## config.mk

```make
export PLATFORM = sky130hd
export DESIGN_NAME = data_memory_reader
export DESIGN_NICKNAME = d
export VERILOG_FILES = /design/src/rtl/data_memory_reader.sv
export SDC_FILE = /design/constraint.sdc
export NUM_CORES = 1
export LEC_CHECK = 0
export CAP_MARGIN = 20
export CORE_AREA = 2 2 126 128
export DETAILED_ROUTE_END_ITERATION = 8
export DIE_AREA = 0 0 128 130
export PLACE_DENSITY = 0.57
export SYNTH_ARGS = -nofsm -noshare
export SYNTH_HDL_FRONTEND = slang
export SYNTH_SLANG_ARGS = --single-unit
```

## constraint.sdc

```tcl
create_clock -name clk -period 3.5 [get_ports clk]
set_input_delay 0.7 -clock clk [delete_from_list [all_inputs] [get_ports clk]]
set_output_delay 0.7 -clock clk [all_outputs]
set_load 0.05 [all_outputs]
```

## src/rtl/data_memory_reader.sv

```systemverilog
// Sequential read-out engine: streams `count` words from the data memory,
// starting at base_addr and stepping by ADDR_STEP, onto a valid/ready port.
module data_memory_reader #(
   parameter int unsigned AW        = 16,
   parameter int unsigned DW        = 16,
   parameter int unsigned ADDR_STEP = 4
) (
   input  logic          clk,
   input  logic          rst,
   input  logic          start,
   input  logic [AW-1:0] base_addr,
   input  logic [15:0]   count,
   output logic          mem_we,
   output logic [AW-1:0] mem_a,
   input  logic [DW-1:0] mem_rd,
   output logic          m_valid,
   output logic [DW-1:0] m_data,
   output logic          m_last,
   input  logic          m_ready,
   output logic          busy,
   output logic          done,
   output logic [31:0]   words_sent
);

   typedef enum logic [1:0] {
      IDLE,
      RUN,
      FINISH
   } state_t;

   state_t        state;
   state_t        state_nx;

   logic [15:0]   remaining;
   logic          pend;
   logic          pend_last;

   logic [DW-1:0] fifo_data [2];
   logic          fifo_last [2];
   logic          rd_ptr;
   logic          wr_ptr;
   logic [1:0]    fifo_count;

   logic          pop;
   logic          start_go;
   logic          issue;
   logic [2:0]    occ;

   always_ff @(posedge clk) begin
      if (rst) state <= IDLE;
      else     state <= state_nx;
   end

   always_comb begin
      state_nx = state;
      pop      = (fifo_count != 2'd0) && m_ready;
      start_go = (state == IDLE) && start && (count != 16'd0);
      // occupancy seen by the next read: buffered, minus leaving, plus in flight
      occ      = {1'b0, fifo_count} - {2'b00, pop} + {2'b00, pend};
      issue    = (state == RUN) && (remaining != 16'd0) && (occ < 3'd2);
      case (state)
         IDLE:    if (start) state_nx = (count != 16'd0) ? RUN : FINISH;
         RUN:     if (pop && fifo_last[rd_ptr]) state_nx = FINISH;
         FINISH:  state_nx = IDLE;
         default: state_nx = IDLE;
      endcase
   end

   always_ff @(posedge clk) begin
      if (rst) begin
         mem_a      <= '0;
         remaining  <= '0;
         pend       <= 1'b0;
         pend_last  <= 1'b0;
         rd_ptr     <= 1'b0;
         wr_ptr     <= 1'b0;
         fifo_count <= '0;
         words_sent <= '0;
         for (int unsigned i = 0; i < 2; i++) begin
            fifo_data[i] <= '0;
            fifo_last[i] <= 1'b0;
         end
      end else begin
         if (start_go) begin
            mem_a     <= base_addr;
            remaining <= count - 16'd1;
            pend      <= 1'b1;
            pend_last <= (count == 16'd1);
         end else if (issue) begin
            mem_a     <= mem_a + AW'(ADDR_STEP);
            remaining <= remaining - 16'd1;
            pend      <= 1'b1;
            pend_last <= (remaining == 16'd1);
         end else begin
            pend      <= 1'b0;
            pend_last <= 1'b0;
         end

         if (pend) begin
            fifo_data[wr_ptr] <= mem_rd;
            fifo_last[wr_ptr] <= pend_last;
            wr_ptr            <= ~wr_ptr;
         end

         if (pop) begin
            rd_ptr     <= ~rd_ptr;
            words_sent <= words_sent + 32'd1;
         end

         case ({pend, pop})
            2'b10:   fifo_count <= fifo_count + 2'd1;
            2'b01:   fifo_count <= fifo_count - 2'd1;
            default: fifo_count <= fifo_count;
         endcase
      end
   end

   assign mem_we  = 1'b0;
   assign m_valid = (fifo_count != 2'd0);
   assign m_data  = fifo_data[rd_ptr];
   assign m_last  = m_valid && fifo_last[rd_ptr];
   assign busy    = (state == RUN);
   assign done    = (state == FINISH);

endmodule
```

==> impl_metrics.py <==
metrics = {
    "pwr": {
        "p_sw_frac": 0.293,
        "p_clk_frac": 0.331,
        "power.internal_uw": 2190,
        "power.total_uw": 3100,
        "switchingPower_uw": 909,
        "cellPowerDensity_nw_per_um2": 432,
        "pwr-share-comb": 0.212,
        "irDropWorstVdd_mv": 0.196,
        "power_frac_seq": 0.456,
        "p_leak_uw": 0.00257,
    },
    "logic_synthesis": {
        "netlist.area_leader.share": 0.269,
        "yosys_warnings": 0,
        "synth_edf_count": 34,
        "yosysMostFrequentCell": "dfxtp_1",
        "yosys_most_used_dff": "dfxtp_1",
        "ys_ff_latch": 107,
        "syn_nets": 631,
        "netlist_area_sq_um": 5420,
        "synth_commonest_cells": "dfxtp_1 (73), nor2_1 (59), xor2_1 (37)",
        "yosysSeqAreaShare": 0.458,
        "ys_types": 64,
        "syn_area_per_cell_sq_um": 9.50,
        "synth_cells": 571,
        "synth-async-reset-ratio": 0,
        "yosys.area.top_type": "dfxtp_1",
        "synthTopCellsByArea": "dfxtp_1 (27%), edfxtp_1 (19%), xor2_1 (6.0%), nor2_1 (4.1%), and2_1 (4.0%)",
    },
    "critical_path": {
        "arrival_ns": 3.33,
        "criticalPathCategory": "in2reg",
        "required_ns": 3.78,
        "reg2reg_depth": 10,
        "cp_max_fo": 13,
        "regToRegStartpoint": "fifo_count[1]",
        "rrSetupSlack_ns": 0.74,
        "cp-end-kind": "register",
        "cp-start-kind": "primary input",
        "timing.rr.end": "remaining[12]",
    },
    "floorplanning": {
        "core_sq_um": 15400,
        "num_io_pins": 121,
        "die_y_microns": 130,
        "start_util": 0.352,
        "rows": 46,
        "chipWidth_microns": 128,
        "die-area_sq_um": 16600,
    },
    "finish": {
        "antenna_cells": 0,
        "nNetsFinal": 749,
        "syn_to_final_growth_pct": 32.3,
        "post-route-util": 0.465,
        "fillCellCount": 1496,
        "drive_gt1_frac": 0.0865,
        "stdcell_count": 886,
    },
    "clock_network": {
        "cts_buffers": 9,
        "cts_buffer_depth": 2,
        "cts-root-buf": "clkbuf_16",
        "cts_hold_buf": 0,
        "post_cts_buffers": 0,
        "clock_sinks": 107,
        "cts_resized": 0,
        "cts_max_level": 3,
        "clkTransAtPathRegs_ns": 0.07,
        "cts_tree": "done",
        "clk_latency_ns": 0.35,
    },
    "route": {
        "avgViaCountPerCell": 5.22,
        "ant_nets": 0,
        "wl_per_cell_microns": 16.0,
        "routed_wl_mm": 14.2,
        "drtPass1Iterations": 4,
        "drtIter0Drc": 255,
        "vias": 4627,
        "drc": 0,
    },
    "grt": {
        "track_usage": 0.177,
        "grt_pass1_vias": 4622,
        "antenna_found_initial": 0,
        "grt_max_degree": 73,
        "gr-total-overflow": 0,
        "grt_pass1_wl_mm": 23.4,
    },
    "placement": {
        "post-dp-hpwl_mm": 9.98,
        "io_buffers": 119,
        "placedCellCount": 870,
        "gp_congestion": 0.855,
    },
    "sta": {
        "slew_violations": 0,
        "fin_setup_tns_ns": 0,
        "worst_slew_pin_slew_ns": 0.890,
        "finalClockSkew_ns": 0.00534,
        "setup_viol": 0,
        "max_freq_ghz": 0.328,
        "max_slew_margin": 0.402,
        "fin_crit_ns": 3.05,
        "rsz0062_at_grt": "no",
        "hold_viol": 0,
        "hold_slack_ns": 0.460,
        "period_share": 0.872,
    },
    "min_path": {
        "min_from": "mem_a[1]",
        "holdPathEnd": "mem_a[1]",
        "min_path_cells": 2,
        "min_path_type": "reg2reg",
    },
    "status": {
        "status": "finished, final reports clean",
    },
    "flow_run": {
        "max-cap-violations": 0,
    },
}
-- final cells by class --
cell class                      instances  area (sq um)  share of cell area
Clock inverter                          4          50.0             0.00697
Inverter                               13          48.8             0.00680
Multi-Input combinational cell        420          2770               0.386
Clock buffer                           12           246              0.0343
Tap cell                              192           240              0.0335
Timing Repair Buffer                  138          1340               0.187
Sequential cell                       107          2480               0.346
-- layer usage --
| layer | vias to the layer above | share of wire | track usage |
|---|---|---|---|
| li1 | 2312 | - | - |
| met1 | 2174 | 0.49 | 0.244 |
| met2 | 127 | 0.45 | 0.278 |
| met3 | 14 | 0.052 | 0.0340 |
| met4 | 0 | 0.012 | 0.0653 |
| met5 | - | 0 | 0 |
-- worst max path at each step --
stage | from | to | slack, ns | depth (start not counted)
5_1_grt | m_ready | remaining[3] | 0.25 | 11
2_1_floorplan | m_ready | remaining[15] | 0.72 | 9
3_3_place_gp | m_ready | remaining[8] | 0.12 | 11
6_report | m_ready | remaining[12] | 0.45 | 11
4_1_cts | m_ready | remaining[3] | 0.46 | 11
3_5_place_dp | m_ready | remaining[3] | 0.08 | 11
-- sequential cells by signal, indices dropped and copies added (netlist names), named ones only --
register    flops
pend_last       1
wr_ptr          1
fifo_data      32
fifo_last       2
rd_ptr          1
pend            1
state           2
fifo_count      2
remaining      16
words_sent     32
mem_a          16
-- logic make-up after synthesis --
family | after synthesis | synth area share
compound gates | 82 | 0.102
flops | 107 | 0.458
mux | 18 | 0.0369
simple gates | 255 | 0.261
xor+xnor | 56 | 0.0904
fa+ha+maj | 8 | 0.0198
other cells | 1 | 0.000692
buf+inv | 44 | 0.0318
-- per-stage QoR --
| step | area [sq um] | setup slack, ns |
|---|---|---|
| after CTS | 7180 | 0.460 |
| after detailed placement | 6880 | 0.0845 |
| after floorplan | 5420 | 0.725 |
| after global placement | 6880 | 0.118 |
| after global routing | 7180 | 0.249 |
| final | 7180 | 0.450 |
-- power groups by stage --
stage                     clock (uW)  sequential (uW)  combinational, uW
final                           1030             1420                659
after global routing            1110             1430                713
after CTS                       1070             1420                664
after detailed placement           0             1440                660
after global placement             0             1440                654
after floorplan                    0             1480                371
-- placed cells by master, fill, tap and decap left out, types with 3 or more instances in the layout --
master,netlist,final
or3_1,6,6
xnor2_1,19,19
nor2_1,59,59
a21oi_1,24,24
o211ai_1,4,4
o21ai_1,4,4
nand3_1,25,25
a211oi_1,6,6
inv_1,12,12
mux2_2,16,16
clkdlybuf4s50_1,0,118
buf_4,1,18
and3_1,14,14
o21ai_0,7,7
a32oi_1,3,3
and4_1,6,6
edfxtp_1,34,34
or4_1,6,6
dfxtp_1,73,73
and2_1,35,35
a31oi_1,5,5
clkbuf_16,0,9
nand2_1,36,36
nor2b_1,3,3
nand4_1,26,26
nor4_1,12,12
ha_1,7,7
nor3_1,9,9
a22oi_1,6,6
xor2_1,37,37
o22ai_1,3,3
-- worst max-delay path, cell delays in order --
cell and delay (ns):
clkdlybuf4s50_1 0.51, and3_1 0.22, a21o_1 0.13, nand2_1 0.07, fa_1 0.39, xnor2_1 0.17
and3_1 0.20, nand2_1 0.09, buf_4 0.21, or4_1 0.48, a31oi_1 0.16
Power figures use the tool's default switching activity.
